**config.mk**
```make
export PLATFORM = sky130hd
export DESIGN_NAME = presort_chunk_serializer
export DESIGN_NICKNAME = d
export VERILOG_FILES = /design/src/rtl/presort_pkg.sv /design/src/rtl/presort_chunk_serializer.sv
export SDC_FILE = /design/constraint.sdc
export NUM_CORES = 1
export LEC_CHECK = 0
export CAP_MARGIN = 10
export CORE_AREA = 2 2 302 304
export DETAILED_ROUTE_END_ITERATION = 16
export DIE_AREA = 0 0 304 306
export GPL_ROUTABILITY_DRIVEN = 0
export PLACE_DENSITY = 0.51
export SYNTH_ARGS = -nofsm -noshare
export SYNTH_HDL_FRONTEND = slang
export SYNTH_SLANG_ARGS = --single-unit
```
**constraint.sdc**
```tcl
create_clock -name aclk -period 4.6 [get_ports aclk]
set_input_delay 1.38 -clock aclk [delete_from_list [all_inputs] [get_ports aclk]]
set_output_delay 1.38 -clock aclk [all_outputs]
set_load 0.005 [all_outputs]
```
**src/rtl/presort_pkg.sv**
```systemverilog
// Shared types and sizing helpers for the presort chunk serializer.
// Latency: n/a (package only).
// Backpressure: n/a (package only).
package presort_pkg;

    // Default geometry: 16 records per beat, 8 records per sorted chunk.
    localparam int DEF_AXI_DATA_WIDTH    = 512;
    localparam int DEF_DATA_WIDTH        = 32;
    localparam int DEF_KEY_WIDTH         = 32;
    localparam int DEF_INIT_SORTED_CHUNK = 8;

    // The only state is whether the holding register owns a beat.
    typedef enum logic {
        ST_EMPTY = 1'b0,
        ST_DRAIN = 1'b1
    } state_e;

    // Records per presorted beat.
    function automatic int calc_full(input int axi_w, input int data_w);
        return axi_w / data_w;
    endfunction

    // Sorted chunks per presorted beat.
    function automatic int calc_chunk_num(input int full, input int chunk);
        return full / chunk;
    endfunction

    // Width of a record count that must reach FULL inclusive.
    function automatic int calc_cw(input int full);
        return $clog2(full + 1);
    endfunction

    // Valid records in chunk k of a beat holding `count` valid records.
    function automatic int chunk_cnt(input int count, input int k, input int chunk);
        int r;
        r = count - k * chunk;
        if (r < 0)     r = 0;
        if (r > chunk) r = chunk;
        return r;
    endfunction

    // Chunks to emit for a beat; an empty beat still emits one terminator.
    function automatic int chunk_num(input int count, input int chunk);
        if (count == 0) return 1;
        return (count + chunk - 1) / chunk;
    endfunction

endpackage

```
**src/rtl/presort_chunk_serializer.sv**
```systemverilog
// Splits each presorted beat into sorted chunks, one chunk per cycle, dropping padding-only chunks.
// Latency: beat accepted at cycle N presents chunk 0 at N+1; full beat drains in CHUNK_NUM cycles.
// Backpressure: m_ready stalls the drain with outputs held; s_ready only rises on the final handshake.
module presort_chunk_serializer
    import presort_pkg::*;
#(
    parameter int AXI_DATA_WIDTH    = DEF_AXI_DATA_WIDTH,
    parameter int DATA_WIDTH        = DEF_DATA_WIDTH,
    parameter int KEY_WIDTH         = DEF_KEY_WIDTH,
    parameter int INIT_SORTED_CHUNK = DEF_INIT_SORTED_CHUNK
) (
    input  logic                                              aclk,
    input  logic                                              aresetn,
    input  logic                                              s_valid,
    output logic                                              s_ready,
    input  logic [AXI_DATA_WIDTH-1:0]                         s_data,
    input  logic [$clog2(AXI_DATA_WIDTH/DATA_WIDTH+1)-1:0]    s_count,
    input  logic                                              s_last,
    output logic                                              m_valid,
    input  logic                                              m_ready,
    output logic [INIT_SORTED_CHUNK*DATA_WIDTH-1:0]           m_data,
    output logic [$clog2(INIT_SORTED_CHUNK+1)-1:0]            m_count,
    output logic                                              m_last
);

    localparam int FULL       = calc_full(AXI_DATA_WIDTH, DATA_WIDTH);
    localparam int CHUNK_NUM  = calc_chunk_num(FULL, INIT_SORTED_CHUNK);
    localparam int CW         = calc_cw(FULL);
    localparam int MCW        = $clog2(INIT_SORTED_CHUNK + 1);
    localparam int CHUNK_BITS = INIT_SORTED_CHUNK * DATA_WIDTH;
    localparam int IW         = (CHUNK_NUM > 1) ? $clog2(CHUNK_NUM) : 1;
    localparam int SW         = (AXI_DATA_WIDTH > 1) ? $clog2(AXI_DATA_WIDTH) : 1;

    // Geometry sanity: keys live inside a record, chunks tile a beat exactly.
    if (KEY_WIDTH > DATA_WIDTH) begin : g_bad_key
        $error("KEY_WIDTH must not exceed DATA_WIDTH");
    end
    if ((INIT_SORTED_CHUNK & (INIT_SORTED_CHUNK - 1)) != 0) begin : g_bad_pow2
        $error("INIT_SORTED_CHUNK must be a power of two");
    end
    if ((FULL % INIT_SORTED_CHUNK) != 0) begin : g_bad_div
        $error("INIT_SORTED_CHUNK must divide AXI_DATA_WIDTH/DATA_WIDTH");
    end

    state_e                  state_q, state_d;
    logic [AXI_DATA_WIDTH-1:0] hold_data_q, hold_data_d;
    logic [CW-1:0]           hold_count_q, hold_count_d;
    logic                    hold_last_q, hold_last_d;
    logic [IW-1:0]           idx_q, idx_d;

    logic                    hold_full;
    logic [CW-1:0]           cnt_sat;
    logic                    last_chunk;
    logic                    load;
    logic [SW-1:0]           sel_base;

    // Handshake decode and chunk mux; m_* see only registers and idx, never s_*.
    always_comb begin
        hold_full  = (state_q == ST_DRAIN);
        cnt_sat    = (s_count > CW'(FULL)) ? CW'(FULL) : s_count;
        last_chunk = hold_full &&
                     (int'(idx_q) == chunk_num(int'(hold_count_q), INIT_SORTED_CHUNK) - 1);
        s_ready    = aresetn && (!hold_full || (m_ready && last_chunk));
        // An empty non-final beat carries nothing; it is swallowed without output.
        load       = s_valid && s_ready && ((cnt_sat != '0) || s_last);
        sel_base   = SW'(int'(idx_q) * CHUNK_BITS);
        m_valid    = hold_full;
        m_data     = hold_full ? hold_data_q[sel_base +: CHUNK_BITS] : '0;
        m_count    = hold_full ?
                     MCW'(chunk_cnt(int'(hold_count_q), int'(idx_q), INIT_SORTED_CHUNK)) : '0;
        m_last     = hold_full && hold_last_q && last_chunk;
    end

    // Next state: advance idx on handshake, retire on last chunk, reload on accepted beat.
    always_comb begin
        state_d      = state_q;
        hold_data_d  = hold_data_q;
        hold_count_d = hold_count_q;
        hold_last_d  = hold_last_q;
        idx_d        = idx_q;
        if (hold_full && m_ready) begin
            if (last_chunk) begin
                state_d = ST_EMPTY;
                idx_d   = '0;
            end else begin
                idx_d   = idx_q + IW'(1);
            end
        end
        if (load) begin
            state_d      = ST_DRAIN;
            hold_data_d  = s_data;
            hold_count_d = cnt_sat;
            hold_last_d  = s_last;
            idx_d        = '0;
        end
    end

    // Holding register and drain FSM state.
    always_ff @(posedge aclk or negedge aresetn) begin
        if (!aresetn) begin
            state_q      <= ST_EMPTY;
            hold_data_q  <= '0;
            hold_count_q <= '0;
            hold_last_q  <= 1'b0;
            idx_q        <= '0;
        end else begin
            state_q      <= state_d;
            hold_data_q  <= hold_data_d;
            hold_count_q <= hold_count_d;
            hold_last_q  <= hold_last_d;
            idx_q        <= idx_d;
        end
    end

    // An empty beat is only meaningful as a run terminator.
    a_empty_needs_last : assert property (@(posedge aclk) disable iff (!aresetn)
        !(s_valid && s_ready && (s_count == '0) && !s_last));

endmodule

```
==> results.toml <==
[run_status]
status = "finished clean"

[place]
io_buffers = 784
dp_hpwl_mm = 56.0

[cells_and_area]
drive_gt1_share_pct = 26.3
fin_nets = 3016
syn2layout_area_growth_pct = 49.8

[detailed_routing]
post_drt_wl_per_cell_microns = 20.6
drt_iter0_drc = 624
wirelength_mm = 76.8
vias = 16600
vias_per_cell = 4.45
dr.pass1.iters = 4
drc = 0
ant_nets = 0

[hold_path]
hold_depth = 1
min-delay-path-class = "reg -> reg"

[pwr]
leakage_nw = 14.6
p_per_area_nw_per_um2 = 709
switching_share_pct = 31.7
pwr-share-comb_pct = 46.1
power_frac_clock_pct = 21.0
power_mw = 24.7
peakVddDrop_mv = 0.337
power.switching_mw = 7.84
p_int_mw = 16.9
power_frac_seq_pct = 32.9

[yosys]
syn_avg_cell_area_sq_um = 13.6
synth-main-ff-cell = "dfrtp_1"
synth_top_cell_area_share_pct = 56.0
yosys_warnings = 0
synth_most_common_cell = "dfrtp_1"
synth_edf_count = 0
synth_area_leaders = "dfrtp_1, mux2_2, mux2i_1"
synth_area_sq_um = 23200
syn_inst = 1707
async_flop_share_pct = 100
synth_nets = 2232
ys_seq_area_share_pct = 56.0
synth-seq-cells = 520
yosys-top-cells-count = "dfrtp_1, mux2_2, nor2_1, mux2i_1, buf_2"
synth_cell_types = 30
synth_area_leader_cell = "dfrtp_1"

[setup_path]
critPathSlowestCell = "clkdlybuf4s50_1"
cpLargestDelayFamily = "compound AO/OA/AOI/OAI gates"
r2r_cells = 12
critPathMaxStageDelay_ps = 510
critical_path_class = "reg -> out"
cp.arrival_ps = 3050
path_buf_inv = 1
critPathRequiredTime_ps = 3220
critPathMostFrequentCell = "ha_1"
critPathCaptureType = "output port"
cp_num_cells = 8
path_cells = "o31ai_4, xnor2_1, ha_1, ha_1, nand4b_1, o31ai_2, and2_4, clkdlybuf4s50_1"
cp-start-kind = "flop"
cp_max_fo = 3

[global_routing]
track_usage_pct = 16.2
overflow = 0
grt_pass1_vias = 18200
grt_max_degree = 151
grt_pass1_wl_mm = 115
antenna_found_initial = 30

[timing]
setup_tns_ps = 0
slew_violations = 0
tightest_slew_ps = 879
hold_viol = 0
setup-violations-final = 0
fin_crit_ps = 4430
finClkSkew_ps = 25.3
slew_headroom_pct = 41.4
max_freq_mhz = 225
grt_setup_unrepaired = "no"
period_share_pct = 96.4

[clocking]
clock_path_buffers = 3
path_clk_slew_ps = 50
h-tree-depth = 3
cts_tree = "yes"
cts_buffers = 67
holdBufCountCts = 0
clock_sinks = 520
clk_latency_ps = 610
root_buffer = "clkbuf_16"

[floorplanning]
start_util_pct = 25.9
num_rows = 110
die_x_microns = 304
die-height_microns = 306
pin_count = 785
dieArea_sq_um = 93000
core_area_sq_um = 89600

[flow_run]
drv_cap = 0
## flip-flops by register name, summed over array words and instances, names as in the netlist
register	flops
hold_count_q	5
m_valid	1
hold_last_q	1
idx_q	1
hold_data_q	512
## per-layer routing
| metal | track usage [%] | wire length [microns] |
|---|---|---|
| met5 | 0 | 175 |
| met4 | 5.22 | 1810 |
| met3 | 7.53 | 7770 |
| met2 | 27.7 | 38100 |
| met1 | 17.6 | 28900 |
## cells by family (layout without fill, tap and decap cells)
family | Yosys count | in the layout | synth area share (%)
AOI/OAI and AO/OA | 7 | 7 | 0.318
muxes | 774 | 774 | 36.4
xor gates and xnor gates | 4 | 4 | 0.151
DFF | 520 | 520 | 56.0
adders and majority gates | 4 | 4 | 0.205
other | 0 | 18 | 0
buffers and inverters | 121 | 953 | 2.32
and+or+nand+nor | 277 | 277 | 4.65
## area by class of cell
type	count	area, sq um
diodes	18	45.0
clock buffers	102	1960
clock inverters	15	208
fillers	8516	54800
inverters	7	33.8
multi-input cells	1066	9740
flip-flops and latches	520	13000
well taps	1176	1470
repair buffers	829	8350
## path summary, 6_finish.rpt
path / startpoint / to / slack, ps
min in group asynchronous: aresetn / hold_data_q[110]$_DFFE_PN0P_ / 920
max in group asynchronous: aresetn / hold_data_q[252]$_DFFE_PN0P_ / 2300
max reg2reg: hold_count_q[1]$_DFFE_PN0P_ / hold_data_q[34]$_DFFE_PN0P_ / 960
max: hold_count_q[1]$_DFFE_PN0P_ / s_ready / 170
min: hold_data_q[78]$_DFFE_PN0P_ / hold_data_q[78]$_DFFE_PN0P_ / 500
min reg2reg: hold_data_q[78]$_DFFE_PN0P_ / hold_data_q[78]$_DFFE_PN0P_ / 500
## cell usage in the layout (no fill, tap or decap), types with 2 or more instances in the layout
| cell type | Yosys | routed |
|---|---|---|
| inv_1 | 6 | 6 |
| mux2_4 | 16 | 16 |
| clkbuf_1 | 33 | 21 |
| nand2b_1 | 6 | 6 |
| xnor2_1 | 3 | 3 |
| ha_1 | 3 | 3 |
| clkinv_2 | 0 | 5 |
| bufinv_16 | 0 | 2 |
| mux2_2 | 498 | 498 |
| nor2_1 | 261 | 260 |
| clkdlybuf4s50_1 | 0 | 783 |
| clkbuf_16 | 0 | 68 |
| buf_12 | 0 | 13 |
| inv_16 | 0 | 3 |
| clkinvlp_4 | 0 | 2 |
| dfrtp_1 | 520 | 519 |
| mux2i_1 | 260 | 260 |
| nand3_1 | 2 | 2 |
| clkbuf_8 | 0 | 13 |
| inv_6 | 0 | 2 |
| diode_2 | 0 | 18 |
| buf_4 | 0 | 32 |
## power groups by stage
stage | logic, mW | registers, mW | clock network, mW
floorplan | 6.02 | 7.76 | 0
global placement | 11.3 | 8.13 | 0
detailed placement | 11.5 | 8.24 | 0
CTS | 11.6 | 8.17 | 5.39
global route | 12.3 | 8.46 | 5.58
finish | 11.4 | 8.13 | 5.18
## through the flow
step / hold WS (ps) / cells / instance area (sq um) / setup slack (ps) / utilization [%]
detailed placement: 494 / 3595 / 32600 / 175 / 36.3
global route: 511 / 3727 / 34800 / 6.63 / 38.8
floorplan: 472 / 1707 / 23200 / 1320 / -
CTS: 506 / 3713 / 34800 / 16.9 / 38.8
global placement: 488 / 3595 / 32600 / 151 / 36.3
finish: 502 / 3733 / 34800 / 165 / 38.9
## what timing repair did
action | 4_1_cts | 5_1_grt
endpoints found under the setup margin | 1 | 1
hold endpoints to repair | 0 | 0
setup buffers | 1 | 2
resized for setup | 3 | 3
pin swaps | 1 | 3
Power figures use the tool's default switching activity.
